`src/rtl/mem_stage_ctrl.sv`:
```
// LC-3b MEM-stage controller: sequences word/byte/indirect/TRAP accesses onto a single-port dmem.
// Latency: 3 cycles simple, 4+GAP_CYCLES indirect (no-wait memory); mem_stall holds the pipe until DONE.
module mem_stage_ctrl #(
    parameter int GAP_CYCLES = 1
) (
    input  logic        clk,
    input  logic        rst_n,
    input  logic        stage_valid,
    input  logic [3:0]  opcode,
    input  logic        mem_read,
    input  logic        mem_write,
    input  logic        lshf_enable,
    input  logic [15:0] addr,
    input  logic [15:0] wdata,
    input  logic        dmem_resp,
    input  logic [15:0] dmem_rdata,
    output logic        dmem_read,
    output logic        dmem_write,
    output logic [15:0] dmem_address,
    output logic [15:0] dmem_wdata,
    output logic [1:0]  dmem_byte_enable,
    output logic        mem_stall,
    output logic [15:0] load_data,
    output logic        load_data_valid
);
    typedef enum logic [2:0] {IDLE, PHASE1, GAP, PHASE2, DONE} state_t;

    localparam logic [3:0] OP_STB = 4'b0011;
    localparam logic [3:0] OP_STR = 4'b0111;
    localparam logic [3:0] OP_LDI = 4'b1010;
    localparam logic [3:0] OP_STI = 4'b1011;
    localparam logic [1:0] GAP_LAST = 2'(GAP_CYCLES - 1);

    state_t      state_q, state_d;
    logic [3:0]  op_q, op_d;
    logic [15:0] addr_q, addr_d;
    logic [15:0] wdata_q, wdata_d;
    logic        lshf_q, lshf_d;
    logic [15:0] ptr_q, ptr_d;
    logic [15:0] load_q, load_d;
    logic [1:0]  gap_q, gap_d;

    logic        is_wr, is_ind, is_ld;
    logic [7:0]  rbyte;

    assign is_wr  = (op_q == OP_STR) || (op_q == OP_STB);
    assign is_ind = (op_q == OP_LDI) || (op_q == OP_STI);
    assign is_ld  = !is_wr && (op_q != OP_STI);
    assign rbyte  = addr_q[0] ? dmem_rdata[15:8] : dmem_rdata[7:0];
    assign load_data = load_q;

    always_comb begin
        state_d          = state_q;
        op_d             = op_q;
        addr_d           = addr_q;
        wdata_d          = wdata_q;
        lshf_d           = lshf_q;
        ptr_d            = ptr_q;
        load_d           = load_q;
        gap_d            = gap_q;
        dmem_read        = 1'b0;
        dmem_write       = 1'b0;
        dmem_address     = 16'h0000;
        dmem_wdata       = 16'h0000;
        dmem_byte_enable = 2'b00;
        mem_stall        = 1'b0;
        load_data_valid  = 1'b0;
        case (state_q)
            IDLE: begin
                if (stage_valid && (mem_read || mem_write)) begin
                    mem_stall = 1'b1;
                    op_d      = opcode;
                    addr_d    = addr;
                    wdata_d   = wdata;
                    lshf_d    = lshf_enable;
                    state_d   = PHASE1;
                end
            end
            PHASE1: begin
                mem_stall    = 1'b1;
                dmem_address = {addr_q[15:1], 1'b0};
                if (is_wr) begin
                    dmem_write = 1'b1;
                    if (lshf_q) begin
                        dmem_wdata       = {wdata_q[7:0], wdata_q[7:0]};
                        dmem_byte_enable = addr_q[0] ? 2'b10 : 2'b01;
                    end else begin
                        dmem_wdata       = wdata_q;
                        dmem_byte_enable = 2'b11;
                    end
                end else begin
                    dmem_read = 1'b1;
                end
                if (dmem_resp) begin
                    if (is_ind) begin
                        ptr_d   = dmem_rdata;
                        gap_d   = 2'd0;
                        state_d = (GAP_CYCLES == 0) ? PHASE2 : GAP;
                    end else begin
                        if (!is_wr)
                            load_d = lshf_q ? {{8{rbyte[7]}}, rbyte} : dmem_rdata;
                        state_d = DONE;
                    end
                end
            end
            GAP: begin
                mem_stall = 1'b1;
                if (gap_q == GAP_LAST) state_d = PHASE2;
                else                   gap_d   = gap_q + 2'd1;
            end
            PHASE2: begin
                mem_stall    = 1'b1;
                dmem_address = {ptr_q[15:1], 1'b0};
                if (op_q == OP_STI) begin
                    dmem_write       = 1'b1;
                    dmem_wdata       = wdata_q;
                    dmem_byte_enable = 2'b11;
                end else begin
                    dmem_read = 1'b1;
                end
                if (dmem_resp) begin
                    if (op_q != OP_STI) load_d = dmem_rdata;
                    state_d = DONE;
                end
            end
            DONE: begin
                // Pipe advances on this edge, so no re-trigger check is needed here
                load_data_valid = is_ld;
                state_d         = IDLE;
            end
            default: state_d = IDLE;
        endcase
    end

    always_ff @(posedge clk) begin
        if (!rst_n) begin
            state_q <= IDLE;
            op_q    <= 4'h0;
            addr_q  <= 16'h0000;
            wdata_q <= 16'h0000;
            lshf_q  <= 1'b0;
            ptr_q   <= 16'h0000;
            load_q  <= 16'h0000;
            gap_q   <= 2'd0;
        end else begin
            state_q <= state_d;
            op_q    <= op_d;
            addr_q  <= addr_d;
            wdata_q <= wdata_d;
            lshf_q  <= lshf_d;
            ptr_q   <= ptr_d;
            load_q  <= load_d;
            gap_q   <= gap_d;
        end
    end
endmodule

```
`config.mk`:
```
export PLATFORM = sky130hd
export DESIGN_NAME = mem_stage_ctrl
export DESIGN_NICKNAME = d
export VERILOG_FILES = /design/src/rtl/mem_stage_ctrl.sv
export SDC_FILE = /design/constraint.sdc
export NUM_CORES = 1
export LEC_CHECK = 0
export CAP_MARGIN = 25
export CORE_MARGIN = 2
export CORE_UTILIZATION = 45
export DETAILED_ROUTE_END_ITERATION = 10
export PLACE_DENSITY = 0.8
export SYNTH_ARGS = -nofsm -noshare
export SYNTH_HDL_FRONTEND = slang
export SYNTH_SLANG_ARGS = --single-unit
```
`constraint.sdc`:
```
create_clock -name clk -period 2.05 [get_ports clk]
set_clock_uncertainty 0.1 [all_clocks]
set_input_delay 0.3075 -clock clk [delete_from_list [all_inputs] [get_ports clk]]
set_output_delay 0.3075 -clock clk [all_outputs]
set_load 0.005 [all_outputs]
```
# Word-level counts from Yosys, hierarchy flattened
# Cells that the tools add are included.
[totals]
in_bits = 59
reg_bits = 74
word_cells = 80
out_inout_bits = 54
[classes]
eq_ne = 18
n_mux = 37
reduce_logical = 16
addsub = 1
[op_table]
columns = ["op", "count"]
rows = [
  ["16-bit 2-to-1 mux", 9],
  ["16-bit case mux with 2 select lines", 3],
  ["2-bit != test (second input constant)", 9],
  ["3-bit 2-to-1 mux", 5],
  ["2-bit 2-to-1 mux", 7],
  ["3-bit case mux with 4 select lines", 1],
  ["4-bit equality test (second input constant)", 2],
  ["8-bit 2-to-1 mux", 1],
  ["2-bit case mux with 2 select lines", 2],
  ["4-bit AND reduction", 2],
  ["3-bit by 2-bit equality test with 1-bit output (second input constant)", 2],
  ["1-bit 2-to-1 mux", 6],
  ["1-bit case mux with 2 select lines", 3],
  ["6-bit AND reduction", 1],
  ["4-bit by 2-bit equality test with 1-bit output (second input constant)", 1],
  ["4-bit by 3-bit equality test with 1-bit output (second input constant)", 1],
  ["4-bit != test (second input constant)", 1],
  ["2-bit nonzero test", 2],
  ["3-bit by 1-bit equality test with 1-bit output (second input constant)", 1],
  ["3-bit equality test (second input constant)", 1],
  ["3-bit logical NOT", 1],
  ["1-bit logical OR", 3],
  ["3-bit AND reduction", 1],
  ["3-bit OR reduction", 1],
  ["5 further kinds", 6],
]

# Depth between registers and ports, before layout
[depth]
depth_word = 6
depth_mapped = 7
mapped_depth_nobuf = 5

# Least setup slack after synthesis
# No wires, ideal clock.
[synth_path]
path_type = "reg2out"
from = "register state_q[1]"
to = "output port dmem_wdata[10]"
arrival_time_ps = 1402
stages_incl_launch_ff = 6
n_path_buf = 2
slack_ps = 241
t_required_ps = 1642
path_cell_list = "dfxtp_1 buf_4 nor3b_4 and3_1 clkbuf_1 a22o_1"
[synth_between]
elab_chain_cells = 2
word_cells_on_any_way = 3
cone_classes = "eq/ne (2); mux (1)"
[synth_rtl]
columns = ["element", "line", "rtl"]
rows = [
  ["start: declaration", "34", "state_t state_q, state_d;"],
  ["start signal: assignment", "146", "state_q <= state_d;"],
  ["3-bit by 2-bit equality test with 1-bit output / 3-bit by 1-bit equality test with 1-bit output (equally long branches)", "68", "case (state_q)"],
  ["16-bit case mux with 2 select lines (*)", "68", ""],
  ["end: declaration", "20", "output logic [15:0] dmem_wdata,"],
]
# Every way passes the cells marked *; elsewhere a longest branch is shown, timed or not.

# Final worst setup path
[layout_path]
from = "register state_q[0]"
to = "output port dmem_wdata[14]"
# The elaborated chain is that of the path after synthesis.

==> impl_results.md <==
* Status: finished, violations left
* Failing checks: negative setup slack
* Final nets at 598
* HPWL Detailed at 6900 µm
* RSZ-0062 raised after global routing: yes
* GRT Resource Usage Total at 26.3%
* Clock Path Buffers at 2
* Relative slew slack at 63.8%
* Synthesized cell area at 3290 µm²
* EDFF count, synth at 0
* Cells after Synth at 394
* Grt total ovfl at 0
* Synth area leader: dfxtp_1
* Final core occ at 69.0%
* Post-Syn Area per Cell at 8.34 µm²
* Lkg Pwr at 2.08 nW
* DR DRC count at 0
* Synth top area cells: dfxtp_1 (44%), nand2_1 (14%), a21oi_1 (8.8%)
* Max Clk Rate at 452 MHz
* DRT iter0 DRCs at 171
* Final Wtd Congestion at 0.864
* H-Tree Depth at 3
* ANT nets after route at 0
* CP Class: flop to output pin
* Slew Viols, Final at 0
* Crit path max fanout at 8
* Minimum clock period at 2.21 ns
* Clk root buf: clkbuf_8
* N_diodes at 0
* Tot Pwr at 3.28 mW
* Die X at 89.5 µm
* IO Count at 113
* Initial Utilization at 45.8%
* Area grow syn2layout at 50.6%
* Worst setup margin at -0.162 ns
* # clock sinks at 73
* Max-capacitance violation count at 0
* CP endpoint kind: output pin
* Die height at 89.5 µm
* Fin Setup TNS at -1.15 ns
* First-pass GRT wire length at 15900 µm
* Ratio of cells with drive above 1 in the final layout at 23.4%
* Via count at 3431
* Total CTS buffers at 9
* Required time worst endpoint at 1.64 ns
* DRT Wirelength at 10300 µm
* Row cnt at 31
* Commonest non-fill, non-tap cell in the layout: nand2_1
* Core area at 7180 µm²
* Clock latency on the worst-skew pair at 0.35 ns
* Die ar. at 8000 µm²
* # setup viols final at 12
* Syn_nets at 454
* Sequential share of the synthesized area at 44.5%
* Vias/cell at 5.34
* Async set-reset flop share out of synthesis at 0%
* Yosys cell types at 40
* Synth warn at 0
* Peak supply drop at 0.337 mV
* Synth top area share at 44.5%
* Largest net degree at the start of global routing at 31
* Most frequent cells in the layout: nand2_1 (118), clkdlybuf4s50_1 (74), dfxtp_1 (68)
* CTS tree: built
* Final Hold Viols at 0
* Hold Crit Class: flop to flop
* PortBufs at 111
* CP startpoint kind: flop
* CTS Hold Bufs at 0
* Clk slew on worst S/H paths at 0.08 ns
* CP Data Arrival Time at 1.80 ns
* Top FF cell, synth: dfxtp_1
* Final period util at 108%
* Initial antenna violation count at 0
* Hold WS at 0.359 ns
* DRT Pass-1 Iters at 4
* Post-synthesis register bit count at 73
* Cell area power density at 664 nW/µm²
* Routed WL per cell at 16.1 µm
* Worst Tran Pin Value at 0.543 ns
* Number of global-route vias before repair at 3303
==> cell families (layout without fill, tap and decap cells) <==
| kind of cell | count (synthesis) | in the layout | synth area share [%] |
|---|---|---|---|
| AO/OA/AOI/OAI | 111 | 112 | 21.7 |
| adder cells (fa/ha/maj) | 1 | 1 | 0.381 |
| buffers and inverters | 34 | 181 | 5.90 |
| flip-flops | 73 | 73 | 44.5 |
| multiplexers | 18 | 18 | 5.48 |
| other | 1 | 1 | 0.114 |
| AND/OR/NAND/NOR | 156 | 157 | 22.0 |
==> worst max-delay path, stage by stage, from the launching register on <==
cell and delay [ns]:
dfxtp_2 0.36, nor3b_4 0.28, buf_4 0.18, nand2_4 0.05, o21ai_2 0.14, buf_6 0.15
a22o_1 0.18, buf_2 0.13
==> cell type report <==
type                       count  area (µm²)
fill                         558        2230
clock buffer                   9         124
clock inverter                 7        95.1
timing repair buffer         161        1430
inverter                       4        15.0
sequential                    73        1470
tap                           99         124
multi-input combinational    289        1690
==> sequential cells by signal (all words and copies together), names as in the netlist <==
register and count:
ptr_q 15, addr_q 16, lshf_q 1, wdata_q 16
state_q 3, load_data 16, op_q 4, gap_q 2
==> where the power goes <==
| part | total, mW | internal, mW | switching, mW |
|---|---|---|---|
| registers | 1.53 | 1.48 | 0.0454 |
| logic | 0.515 | 0.290 | 0.225 |
| clock network | 1.24 | 0.684 | 0.556 |
| total | 3.28 | 2.46 | 0.826 |
==> worst paths after layout <==
| kind | start | endpoint | slack, ns | cells after the start |
|---|---|---|---|---|
| hold reg to reg | ptr_q[5] | ptr_q[5] | 0.36 | 2 |
| hold / removal | ptr_q[5] | ptr_q[5] | 0.36 | 2 |
| setup reg to reg | state_q[0] | ptr_q[8] | 0.15 | 7 |
| setup / recovery | state_q[0] | dmem_wdata[14] | -0.16 | 7 |
==> cells in the mapped netlist, drive strengths merged, types with 2 or more instances <==
| library cell | instances |
|---|---|
| inv | 4 |
| nor2 | 2 |
| a311oi | 7 |
| mux2i | 18 |
| nor3b | 2 |
| nand2b | 3 |
| buf | 17 |
| o21ai | 13 |
| nand3 | 3 |
| and2 | 3 |
| and3b | 3 |
| nor2b | 10 |
| dfxtp | 73 |
| nand2 | 121 |
| a22o | 23 |
| a31oi | 2 |
| and3 | 2 |
| clkbuf | 13 |
| a21oi | 62 |
==> layer usage <==
| layer | GRT usage (%) | vias up | wire, µm |
|---|---|---|---|
| met5 | 0 | - | 0 |
| met4 | 9.63 | 0 | 166 |
| met3 | 6.37 | 18 | 687 |
| met2 | 44.6 | 132 | 5030 |
| met1 | 32.3 | 1633 | 4420 |
| li1 | - | 1648 | - |
==> repair_timing <==
| item | in CTS | in global routing |
|---|---|---|
| setup buffers | 17 | 5 |
| endpoints found under the setup margin | 37 | 49 |
| gates cloned | 1 | 1 |
| pin swaps | 8 | 14 |
| resized for setup | 116 | 43 |
==> stage by stage <==
stage | worst slack (ns) | area, µm² | std cells
floorplan | 0.241 | 3290 | 394
global placement | 0.0154 | 4640 | 607
detailed placement | -0.0593 | 4640 | 607
CTS | -0.143 | 5000 | 641
global route | -0.207 | 4950 | 642
finish | -0.162 | 4950 | 642
Note: power is estimated with default switching activity, not from simulation.
